**config.mk**
```make
export PLATFORM = sky130hd
export DESIGN_NAME = sync_fifo_param
export DESIGN_NICKNAME = d
export VERILOG_FILES = /design/src/rtl/sync_fifo_param.sv
export SDC_FILE = /design/constraint.sdc
export NUM_CORES = 1
export LEC_CHECK = 0
export ABC_AREA = 1
export BUFFER_PORTS_ARGS = -buffer_cell sky130_fd_sc_hd__buf_4
export CORE_UTILIZATION = 35
export DETAILED_ROUTE_END_ITERATION = 6
export SLEW_MARGIN = 20
export SYNTH_ARGS = -nofsm -noshare
export SYNTH_HDL_FRONTEND = slang
export SYNTH_SLANG_ARGS = --single-unit
```
**constraint.sdc**
```tcl
create_clock -name clk -period 4.15 [get_ports clk]
set_input_delay 0 -clock clk [delete_from_list [all_inputs] [get_ports clk]]
set_output_delay 0 -clock clk [all_outputs]
set_load 0.02 [all_outputs]
```
**src/rtl/sync_fifo_param.sv**
```systemverilog
// sync_fifo_param: parametrised single-clock FIFO with occupancy count, almost flags, sticky errors; SYNC_FIFO_FWFT_EN selects first-word-fall-through read
module sync_fifo_param #(
  parameter int DATA_W    = 8,
  parameter int DEPTH     = 16,
  parameter int AF_THRESH = 14,
  parameter int AE_THRESH = 2
) (
  input  logic                       clk,
  input  logic                       rst,
  input  logic                       wr_en,
  input  logic [DATA_W-1:0]          wr_data,
  input  logic                       rd_en,
  output logic [DATA_W-1:0]          rd_data,
  output logic                       rd_valid,
  output logic                       full,
  output logic                       empty,
  output logic                       almost_full,
  output logic                       almost_empty,
  output logic [$clog2(DEPTH):0]     count,
  output logic                       overflow,
  output logic                       underflow,
  input  logic                       clr_err
);
  localparam int ADDR_W = $clog2(DEPTH);
  localparam logic [ADDR_W:0] FULL_CNT = (ADDR_W+1)'(DEPTH);
  localparam logic [ADDR_W:0] AF_CNT   = (ADDR_W+1)'(AF_THRESH);
  localparam logic [ADDR_W:0] AE_CNT   = (ADDR_W+1)'(AE_THRESH);
  logic [DATA_W-1:0] mem [DEPTH];
  logic [ADDR_W-1:0] wr_ptr_q, wr_ptr_d, rd_ptr_q, rd_ptr_d;
  logic [ADDR_W:0]   count_q, count_d;
  logic              overflow_q, overflow_d, underflow_q, underflow_d;
  logic              rd_acc, wr_acc;
  assign full         = count_q == FULL_CNT;
  assign empty        = count_q == '0;
  assign almost_full  = count_q >= AF_CNT;
  assign almost_empty = count_q <= AE_CNT;
  assign count        = count_q;
  assign overflow     = overflow_q;
  assign underflow    = underflow_q;
  assign rd_acc       = rd_en & ~empty;
  assign wr_acc       = wr_en & (~full | rd_acc);
  // next pointers, occupancy and sticky error flags; clr_err beats a same-cycle set
  always_comb begin
    wr_ptr_d    = wr_ptr_q + ADDR_W'(wr_acc);
    rd_ptr_d    = rd_ptr_q + ADDR_W'(rd_acc);
    count_d     = count_q + (ADDR_W+1)'(wr_acc) - (ADDR_W+1)'(rd_acc);
    overflow_d  = ~clr_err & (overflow_q | (wr_en & ~wr_acc));
    underflow_d = ~clr_err & (underflow_q | (rd_en & empty));
  end
  // control state registers
  always_ff @(posedge clk) begin
    if (rst) begin
      wr_ptr_q    <= '0;
      rd_ptr_q    <= '0;
      count_q     <= '0;
      overflow_q  <= 1'b0;
      underflow_q <= 1'b0;
    end else begin
      wr_ptr_q    <= wr_ptr_d;
      rd_ptr_q    <= rd_ptr_d;
      count_q     <= count_d;
      overflow_q  <= overflow_d;
      underflow_q <= underflow_d;
    end
  end
  // storage is not reset; a write when full with a pop lands in the slot being freed
  always_ff @(posedge clk) begin
    if (wr_acc & ~rst) mem[wr_ptr_q] <= wr_data;
  end
`ifdef SYNC_FIFO_FWFT_EN
  assign rd_data  = mem[rd_ptr_q];
  assign rd_valid = ~empty;
`else
  logic [DATA_W-1:0] rd_data_q, rd_data_d;
  logic              rd_valid_q, rd_valid_d;
  // registered read: head word captured on an accepted pop, held otherwise
  always_comb begin
    rd_data_d  = rd_acc ? mem[rd_ptr_q] : rd_data_q;
    rd_valid_d = rd_acc;
  end
  // read output registers
  always_ff @(posedge clk) begin
    if (rst) begin
      rd_data_q  <= '0;
      rd_valid_q <= 1'b0;
    end else begin
      rd_data_q  <= rd_data_d;
      rd_valid_q <= rd_valid_d;
    end
  end
  assign rd_data  = rd_data_q;
  assign rd_valid = rd_valid_q;
`endif
endmodule

```
# Word-level counts from Yosys, hierarchy flattened
# Memory sizes are Yosys's and may differ from the RTL's. A register that Yosys moved wholly into a read port is not among the register bits.
# Index checks and enable logic that the tools add are counted.
[op_classes]
shift = 0
mul = 0
muxes = 2
eq_ne = 1
bitwise = 15
n_reduce_logical = 1
n_lt_le_gt_ge = 2
div_mod_pow = 0
add_sub_neg = 4
[op_table]
columns = ["operator", "count"]
rows = [
  ["4-bit by 1-bit adder with 4-bit output", 2],
  ["1-bit AND", 7],
  ["5-bit by 1-bit adder with 5-bit output", 1],
  ["5-bit == test, second input constant", 1],
  ["5-bit by 4-bit greater-or-equal comparator with 1-bit output, second input constant", 1],
  ["5-bit by 2-bit less-or-equal comparator with 1-bit output, second input constant", 1],
  ["5-bit logical NOT", 1],
  ["1-bit inverter", 5],
  ["5-bit by 1-bit subtractor with 5-bit output", 1],
  ["1-bit bitwise OR", 3],
  ["1-bit two-way mux", 2],
]
[word_totals]
input_bits = 13
latchBits = 0
rom_bits = 0
mem_count = 1
ramBits = 128
elab_cells = 32
out_inout_bits = 20
register_bits = 16
[memory_table]
columns = ["name", "depth", "width", "rd", "rd_ports_with_merged_regs", "wr", "line", "text"]
rows = [
  ["mem", 16, 8, 1, 1, 1, "28", "logic [DATA_W-1:0] mem [DEPTH];"],
]

# Logic depth before layout (Yosys ltp)
# Gate-level depths: netlist (run 1).
[logic_depth]
ltp_word = 9
ltp_mapped = 15

# Worst setup path after synthesis (run 1)
# No wires, ideal clock.
[synth_path]
kind = "reg2reg"
startpoint = "register count_q[2] (netlist: count[2])"
endpoint = "register count_q[4] (netlist: count[4])"
required_time_ns = 4.018
path_slack_ns = 1.696
setup_time_ns = 0.132
t_arrival_ns = 2.322
path_stages_with_launch = 16
n_path_buf = 0
path_cell_list = "dfxtp_1 inv_1 ha_1 nand3_1 nor2_1 nand2_1 nand2_1 inv_1 nand2_1 nand2_1 ha_1 inv_1 fa_1 o31ai_1 or2_2 a21oi_1"
[synth_between]
word_cells_on_any_way = 9
classes_between = "add/sub: 2; eq/ne: 1; bitwise: 5; reduce/logical: 1"
[synth_rtl]
columns = ["element", "line", "text"]
rows = [
  ["from (decl)", "30", "logic [ADDR_W:0] count_q, count_d;"],
  ["from (signal assigned)", "61", "count_q <= count_d;"],
  ["5-bit == test", "33", "assign full = count_q == FULL_CNT;"],
  ["named net full", "15", "output logic full,"],
  ["1-bit inverter", "41", "assign wr_acc = wr_en & (~full | rd_acc);"],
  ["1-bit bitwise OR", "41", ""],
  ["1-bit AND", "41", ""],
  ["5-bit by 1-bit adder with 5-bit output", "46", "count_d = count_q + (ADDR_W+1)'(wr_acc) - (ADDR_W+1)'(rd_acc);"],
  ["5-bit by 1-bit subtractor with 5-bit output", "46", ""],
]
# The timed path passes the listed nets, and every way through them passes these cells.
# A chain may end at the register's enable or synchronous reset.

# Worst setup path after layout (run 1)
[layout_path]
startpoint = "register count_q[2] (netlist: count[2])"
endpoint = "register count_q[4] (netlist: count[4])"
[layout_between]
elab_chain_cells = 7
word_cells_on_any_way = 9
classes_between = "add/sub: 2; eq/ne: 1; bitwise: 5; reduce/logical: 1"
[layout_rtl]
columns = ["element", "line", "text"]
rows = [
  ["5-bit logical NOT", "34", "assign empty = count_q == '0;"],
  ["1-bit inverter", "40", "assign rd_acc = rd_en & ~empty;"],
  ["1-bit AND", "40", ""],
  ["1-bit bitwise OR", "41", ""],
  ["1-bit AND", "41", ""],
  ["5-bit by 1-bit adder with 5-bit output", "46", ""],
  ["5-bit by 1-bit subtractor with 5-bit output (*)", "46", ""],
]
# Mark *: on every way between the ends. The rest lies on a longest branch, timed or not.

==> summary by stage, run 1 <==
Floorplanning
For this design the top-level I/O count stands at 33. The die is 140 um tall. In this run the core area contains 50 standard-cell rows. The die covers a little under 20000 um^2. The initial standard-cell utilization of the core is 35.8%. The floorplan step set the die width to 140 um.

The floorplan core area is about 19000 um^2.

Routing
The final routed wire length divided by cell count is 15.9 um. The residual DRC count is 0. Before antenna repair, the detailed router went through 5 iterations. In this run the remaining antenna-violating nets after routing total 0. The number of vias per cell after detailed routing is 4.72. For this block, the initial DRC count from the detailed router was 432. The number of vias in the routed layout is 4520. The routed design has about 15000 um of wire.

Timing
The post-route setup TNS is 0 ns. The clock tree skew after final layout is 0.0103 ns. The number of failing setup endpoints in the final timing report is 0. The transition time at the pin with the least slew margin is 1.02 ns. The final-report max-slew violation count came to 0. Setup repair after global routing left no endpoint under its margin. The number of endpoints with negative hold slack in the final report is 0. Subtracting the final worst setup slack from the clock period gives 2.59 ns. The worst relative slew slack is 31.4%. The maximum clock frequency is 386 MHz. Dividing the final minimum period by the clock period gives 62.4%.

Setup path
For this design, the slowest cell found on the critical path is sky130_fd_sc_hd__dfxtp_1. The critical path contains buffers and inverters numbering 3 combined. The most numerous cell type found on the critical path is sky130_fd_sc_hd__inv_1. The kind of cell with the highest combined delay along the critical path is adder cells.

The signal on the critical path passes through inv_1 > ha_1 > nand4_1 > nand2_2 > nor2_1 > inv_1 > nand2_1 > ha_1 > inv_1 > fa_1 > o31ai_1 > or2_2 > a21oi_1. The largest stage delay on the critical path is 0.41 ns. The critical path data required time is 4.44 ns. In this run the critical register-to-register path is launched from count[2].

Data arrives at the worst endpoint at 2.88 ns. STA classifies the critical path startpoint as a register. The end of the worst register-to-register path is count[4]. The reg-to-reg setup timing slack is about 1.6 ns.

The depth of the most critical reg-to-reg path is 13. Along the worst path, the maximum fanout reaches 5. The critical path class is reg2reg. STA classifies the critical path endpoint as a register.

Power and ir drop
The power dissipated by switching net loads is 1.48 mW. Net switching is ~32% of the power. The standby leakage power is approximately 3.3 nW. IR analysis of the VDD net gives a maximum drop of 0.287 mV. The sequential share of power is roughly two fifths. Combinational logic burns between 20% and 30% of the power.

The internal portion of the total power is 3.14 mW. The fraction of power consumed by the clock network is 33.6%. The power density relative to cell area is 593 nW/um^2.

Clock tree
The H-tree generated during clock tree synthesis spans 4 levels. The number of buffers between clock root and the deepest sink is 2. TritonCTS created 17 clock buffers. CTS saw about 150 sinks.

The latest clock arrival within the worst-skew pair is 0.42 ns. The post-CTS repair timing setup buffer count is 0. After clock tree synthesis, the repair step resized 0 gates.

The hold buffer count at CTS is 12. The cell sitting at the root of the clock tree is a sky130_fd_sc_hd__clkbuf_16. The clock tree from TritonCTS is yes. The clock-pin transition on the worst setup and hold timing paths is ~0.05 ns.

Synth
After synthesis the netlist holds a flip-flop and latch count of 152. The area of the mapped netlist is about 6700 um^2. The number of instances in the synthesized netlist is 675. Sequential cells were found to cover 64.5% of the synthesized design area. The yosys synthesis warning count is 0. After synthesis, the mean cell area works out to 9.92 um^2. The unique cell type count in the Yosys netlist is 28.

The net count after synthesis is 703.

Status
The flow ran to the end, and the final reports show no timing, DRC or antenna violations.

Layout
The post-route cell area is 7790 um^2. In the layout the commonest cells are sky130_fd_sc_hd__nand2_1, sky130_fd_sc_hd__edfxtp_1, sky130_fd_sc_hd__inv_1, sky130_fd_sc_hd__nand3_1, sky130_fd_sc_hd__nor2_1. Leaving out fill and tap cells, the most frequent cell in the layout is sky130_fd_sc_hd__nand2_1. In the final design database the tool counted 740 nets.

0 antenna diodes ended up in the layout. Of the cells placed in the final design, the portion with a size suffix greater than 1 is 10.2%. The signed area change from the synthesized netlist to the final layout is 16.3%.

Min path
In this run the most critical hold path is launched from wr_en. The worst hold path belongs to the class in2reg. For hold timing, the worst endpoint is wr_ptr_q[0]. Counting instances, the worst hold path has a depth of 6.

Place
The placer's final routability congestion estimate is 0.789. Port buffering added 32 buffers. Once detailed placement completed, the half-perimeter wirelength came to 9360 um.

Once placement finished, the instance area stood at 7070 um^2.

Global route
The initial antenna violation count is 0. The via count of the first global-routing pass is 4308. The pin count of the biggest net entering global routing is 66.

The first global-routing pass estimated 23700 um of wire. The leftover overflow at the end of global routing is 0. In the global route stage, overall resource usage came out at 16.5%.

Run
The reported max-cap violation count is 0.
==> metrics by stage <==
| stage | power (mW) | worst slack [ns] | hold WS, ns | util [%] | instances |
|---|---|---|---|---|---|
| CTS | 4.65 | 1.55 | 0.103 | 41.6 | 957 |
| global route | 4.87 | 1.31 | 0.165 | 41.6 | 957 |
| floorplan | 2.72 | 1.70 | 0.0768 | - | 675 |
| finish | 4.62 | 1.56 | 0.116 | 41.6 | 957 |
| global placement | 3.09 | 1.67 | 0.174 | 37.8 | 915 |
| detailed placement | 3.09 | 1.56 | 0.179 | 37.8 | 915 |
==> worst max-delay path by stage <==
stage,depth (start not counted),slack (ns),from,endpoint
3_3_place_gp,9,1.67,count[2],mem[7][3]
3_5_place_dp,13,1.56,count[2],count[4]
6_report,13,1.56,count[2],count[4]
2_1_floorplan,15,1.70,count[2],count[4]
5_1_grt,13,1.31,count[2],count[4]
4_1_cts,13,1.55,count[2],count[4]
==> worst min-delay path: stages <==
cell,delay (ns)
sky130_fd_sc_hd__buf_4,0.09
sky130_fd_sc_hd__nand2_1,0.10
sky130_fd_sc_hd__inv_1,0.09
sky130_fd_sc_hd__ha_1,0.12
sky130_fd_sc_hd__inv_1,0.03
sky130_fd_sc_hd__nor2_1,0.06
==> per-layer routing <==
| layer | vias up | routed length (um) | GRT usage, % | part of all wire, % |
|---|---|---|---|---|
| li1 | 2250 | - | - | - |
| met1 | 2127 | 6760 | 21.1 | 44 |
| met2 | 125 | 7460 | 27.1 | 49 |
| met3 | 18 | 741 | 3.93 | 4.9 |
| met4 | 0 | 268 | 5.96 | 1.8 |
| met5 | - | 0 | 0 | 0 |
==> synth_stat cells <==
cell type,number,share of area [%]
sky130_fd_sc_hd__clkinv_1,1,0.056
sky130_fd_sc_hd__buf_2,16,1.2
sky130_fd_sc_hd__nor2_1,44,2.5
sky130_fd_sc_hd__o21bai_1,3,0.34
sky130_fd_sc_hd__o21ai_0,1,0.075
sky130_fd_sc_hd__dfxtp_1,24,7.2
sky130_fd_sc_hd__nand3_1,95,7.1
sky130_fd_sc_hd__ha_1,14,2.6
sky130_fd_sc_hd__o31ai_1,1,0.11
sky130_fd_sc_hd__or2_2,2,0.19
sky130_fd_sc_hd__buf_4,5,0.56
sky130_fd_sc_hd__buf_6,4,0.67
sky130_fd_sc_hd__inv_2,4,0.22
sky130_fd_sc_hd__nand2_2,1,0.093
sky130_fd_sc_hd__nor3_1,4,0.30
sky130_fd_sc_hd__edfxtp_1,128,57
sky130_fd_sc_hd__clkbuf_8,1,0.21
sky130_fd_sc_hd__fa_1,1,0.30
sky130_fd_sc_hd__nor2_4,1,0.17
sky130_fd_sc_hd__a21oi_1,8,0.60
sky130_fd_sc_hd__inv_1,95,5.3
sky130_fd_sc_hd__nand4_1,1,0.093
sky130_fd_sc_hd__a31oi_1,1,0.093
sky130_fd_sc_hd__xnor2_1,2,0.26
sky130_fd_sc_hd__nor2_2,1,0.093
sky130_fd_sc_hd__clkbuf_1,3,0.17
sky130_fd_sc_hd__o21a_1,3,0.34
sky130_fd_sc_hd__nand2_1,211,12
==> logic make-up after synthesis <==
group / share of synthesized area [%]
DFF: 64.5
and+or+nand+nor: 22.3
buffers and inverters: 8.40
xor gates and xnor gates: 0.262
adders and majority gates: 2.91
AOI/OAI and AO/OA: 1.55
==> sequential cells by signal, summed over array words and instances (netlist names) <==
name	count
underflow	1
rd_data	8
rd_ptr_q	4
wr_ptr_q	4
rd_valid	1
overflow	1
mem	128
count	5
==> power groups by stage <==
stage	Combinational (mW)	Sequential, mW	Clock, mW
after detailed placement	1.27	1.82	0
after CTS	1.29	1.79	1.57
final	1.28	1.79	1.55
after floorplan	0.841	1.88	0
after global placement	1.27	1.82	0
after global routing	1.44	1.80	1.64
==> area by class of cell <==
| cell class | count | area [um^2] |
|---|---|---|
| fill | 1771 | 10900 |
| sequential | 152 | 4330 |
| multi-input combinational | 394 | 1820 |
| clock buffer | 19 | 433 |
| timing repair buffer | 47 | 383 |
| inverter | 100 | 377 |
| tap | 234 | 293 |
| clock inverter | 11 | 156 |
Power figures use the tool's default switching activity.
==> run 2: changes to the inputs <==
Clock period 4.15 ns to 2.6 ns, I/O delays scaled along.
==> summary by stage, run 2 (same netlist as run 1, synthesis figures left out) <==
Power and ir drop
The sequential share of power is 40.0% (+1.3 points). The power dissipated by switching net loads is 2.40 mW (+62%). The standby leakage power is 3.36 nW (+1.7%). The internal power was 4.76 mW (+52%). The fraction of power consumed by combinational cells came to 28.6% (+1.0 points). The fraction of power consumed by the clock network is 31.3% (-2.3 points). The peak ir drop on the vdd network is 0.396 mV (+38%). The power density relative to cell area is 908 nW/um^2 (+53%). The switching power share of the total came to 33.5% (+1.4 points).

Routing
The wire length on met3 is 458 um (-38%). The number of vias in the routed layout is 4574 (+1.2%). The total wirelength of the detailed-routed design is 15100 um (-0.58%). The detailed-routing wirelength on met1 is 6580 um (-2.6%).

The top routing layer in use is met4. The routed length on met2 was 7770 um (+4.1%). The remaining antenna violation count after routing is 0 (unchanged). The detailed-routing iteration count for the pre-antenna-repair pass is 5 (unchanged).

The residual DRC count is 0 (unchanged). The first-iteration detailed-routing DRC count is 270 (-38%). The final routed wire length divided by cell count was 15.5 um (-2.5%).

The number of vias per cell after detailed routing is 4.69 (-0.78%).

Floorplanning
The die width came to 140 um (unchanged). The total number of placement rows is 50 (unchanged). The floorplan core area is 18700 um^2 (unchanged). The full die area came to 19700 um^2 (unchanged). The top-level port count was 33 (unchanged). The initial standard-cell utilization of the core came to 35.8% (unchanged). The height of the die is 140 um (unchanged).

Setup path
The reg-to-reg setup timing slack was 0.19 ns (-1.37 ns). The endpoint arrival time on the critical path came to 2.71 ns (-0.17 ns). The critical path is of the reg2reg type. On the critical path, the stage with the largest delay is an instance of sky130_fd_sc_hd__dfxtp_1. The depth of the most critical reg-to-reg path is 13 (unchanged). The end of the worst register-to-register path is count[4]. The signal on the critical path passes through inv_1 > ha_1 > nand4_1 > nand2_2 > nor2_2 > inv_1 > nand2_1 > ha_1 > inv_1 > fa_2 > o31ai_2 > or2_2 > a21oi_1.

The largest fanout of any net on the critical path is 4 (-1). STA classifies the critical path endpoint as a register. The type of element launching the critical path is a register. The critical path data required time was 2.90 ns (-1.54 ns). The origin of the critical flop-to-flop path is count[3]. The cell occurring most often along the worst timing path is sky130_fd_sc_hd__inv_1. The largest stage delay on the critical path is 0.37 ns (-0.04 ns).

Clock tree
The number of clock sinks is 152 (unchanged). The clock tree from TritonCTS is yes. The number of buffers inserted during clock tree synthesis is 17 (unchanged).

The root buffer selected by CTS is sky130_fd_sc_hd__clkbuf_16. The H-tree level count is 4 (unchanged). The latest clock arrival within the worst-skew pair is 0.42 ns (about the same).

The number of buffers between clock root and the deepest sink is 2 (unchanged). The clock-pin transition on the worst setup and hold timing paths is 0.06 ns (about the same).

Layout
Leaving out fill and tap cells, the most frequent cells in the layout are sky130_fd_sc_hd__nand2_1, sky130_fd_sc_hd__edfxtp_1, sky130_fd_sc_hd__inv_1, sky130_fd_sc_hd__nand3_1, sky130_fd_sc_hd__buf_4. The post-route cell area was 7880 um^2 (+1.2%). The number of inserted diodes was 0 (unchanged). The flip-flop count of the largest register, all copies and words added is 128 (unchanged). The register with the highest flop count is mem. The number of nets at the end of the flow is 758 (+2.4%). The signed area change from the synthesized netlist to the final layout is 17.7%. The count of filler cells inserted in the layout is 1780 (+0.51%). The number of cells in the finished layout apart from fillers is 976 (+2.0%).

The ratio of cells with drive above 1 in the final layout is 12.8% (+2.6 points). The most common cell after layout, fill and taps aside is sky130_fd_sc_hd__nand2_1. The core utilization of the finished layout is 42.1% (+0.50 points).

Global route
The leftover overflow at the end of global routing is 0 (unchanged). The pin count of the biggest net entering global routing is 66 (unchanged). The initial antenna violation count was 0 (unchanged).

The via count of the first global-routing pass is 4441 (+3.1%). The wire length of the first global-routing pass is 24100 um (+1.9%). The global router's overall resource usage is 16.4% (-0.026 points).

Place
The instance area at placement was 7220 um^2 (+2.1%). The number of I/O port buffers is 32 (unchanged). The placed cell count is 933 (+2.0%). The placer's final routability congestion estimate is 0.824 (+4.3%). The detailed placement HPWL is 9640 um (+2.9%).

Min path
The end of the worst hold path is wr_ptr_q[0]. The worst hold path begins at wr_en. The tightest min-delay check is of the in2reg type. The hold path depth was 6 (unchanged).

Timing
The final-report max-slew violation count is 0 (unchanged). The post-route minimum period is 2.41 ns (-0.177 ns). The maximum clock frequency came to 415 MHz (+7.3%).

The number of failing setup endpoints in the final timing report is 0 (unchanged). The number of endpoints with negative hold slack in the final report was 0 (unchanged). The clock tree skew after final layout was 0.00968 ns (-0.000619 ns). The transition time at the pin with the least slew margin is 0.724 ns (-0.297 ns). The worst relative slew slack came to 51.7% (+20 points).

The post-route fraction of the period consumed by the critical path is 92.8% (+30 points).

Run
The reported max-cap violation count was 0 (unchanged).

Status
The flow ran to the end, and the final reports show no timing, DRC or antenna violations.
==> run 2: changes by cell type in the layout (fill, tap and decap cells not counted), moves of 2 or more <==
cell / delta
sky130_fd_sc_hd__buf_4: +17
sky130_fd_sc_hd__nor3_2: -2
sky130_fd_sc_hd__nor3_1: +2
sky130_fd_sc_hd__bufinv_16: -3
sky130_fd_sc_hd__clkinv_2: -3
sky130_fd_sc_hd__clkinvlp_4: +5
==> run 2: worst max-delay path: cells and delay by family (launching register included) <==
family                   cells  cell delay, ns
adder cells (fa/ha/maj)      3            0.74
AND/OR/NAND/NOR              5            0.63
flip-flops                   1            0.37
AO/OA/AOI/OAI                2            0.34
buffers and inverters        3            0.22
==> run 2: layout make-up <==
class | count | area, um^2 | share of cell area (%)
Timing Repair Buffer | 65 | 531 | 6.73
Multi-Input combinational cell | 394 | 1820 | 23.1
Clock inverter | 13 | 106 | 1.35
Tap cell | 234 | 293 | 3.71
Clock buffer | 18 | 429 | 5.44
Sequential cell | 152 | 4330 | 54.9
Inverter | 100 | 375 | 4.76
==> run 2: routing by layer <==
metal	up-vias	GRT usage, %
met5	-	0
li1	2283	-
met2	76	29.7
met3	21	2.84
met1	2194	19.5
met4	0	5.96
==> run 2: timing repair <==
action                     CTS  global route
setup buffers                0             0
hold endpoints to repair   140             0
setup endpoints to repair    0             1
resized for setup            0             4
hold buffers                12             0
==> run 2: how the worst max path moves through the flow <==
stage	startpoint	endpoint	slack [ns]
after detailed placement	count[2]	count[4]	0.07
after global routing	count[3]	count[4]	-0.006
after CTS	count[2]	count[4]	0.06
after global placement	count[2]	count[4]	0.14
final	count[3]	count[4]	0.19
after floorplan	count[2]	count[4]	0.15
==> run 2: through the flow <==
stage	hold WS [ns]	power, mW	setup slack [ns]	TNS [ns]
finish	0.118	7.16	0.187	0
floorplan	0.0768	4.34	0.146	0
global route	0.170	7.57	-0.00579	-0.00579
global placement	0.175	4.95	0.138	0
detailed placement	0.175	4.96	0.0674	0
CTS	0.0994	7.20	0.0564	0
==> run 2: power by group through the flow <==
stage               clock network, mW  logic [mW]  registers, mW
floorplan                           0        1.34           2.99
global placement                    0        2.03           2.92
detailed placement                  0        2.04           2.92
CTS                              2.27        2.06           2.87
global route                     2.37        2.31           2.89
finish                           2.24        2.05           2.87
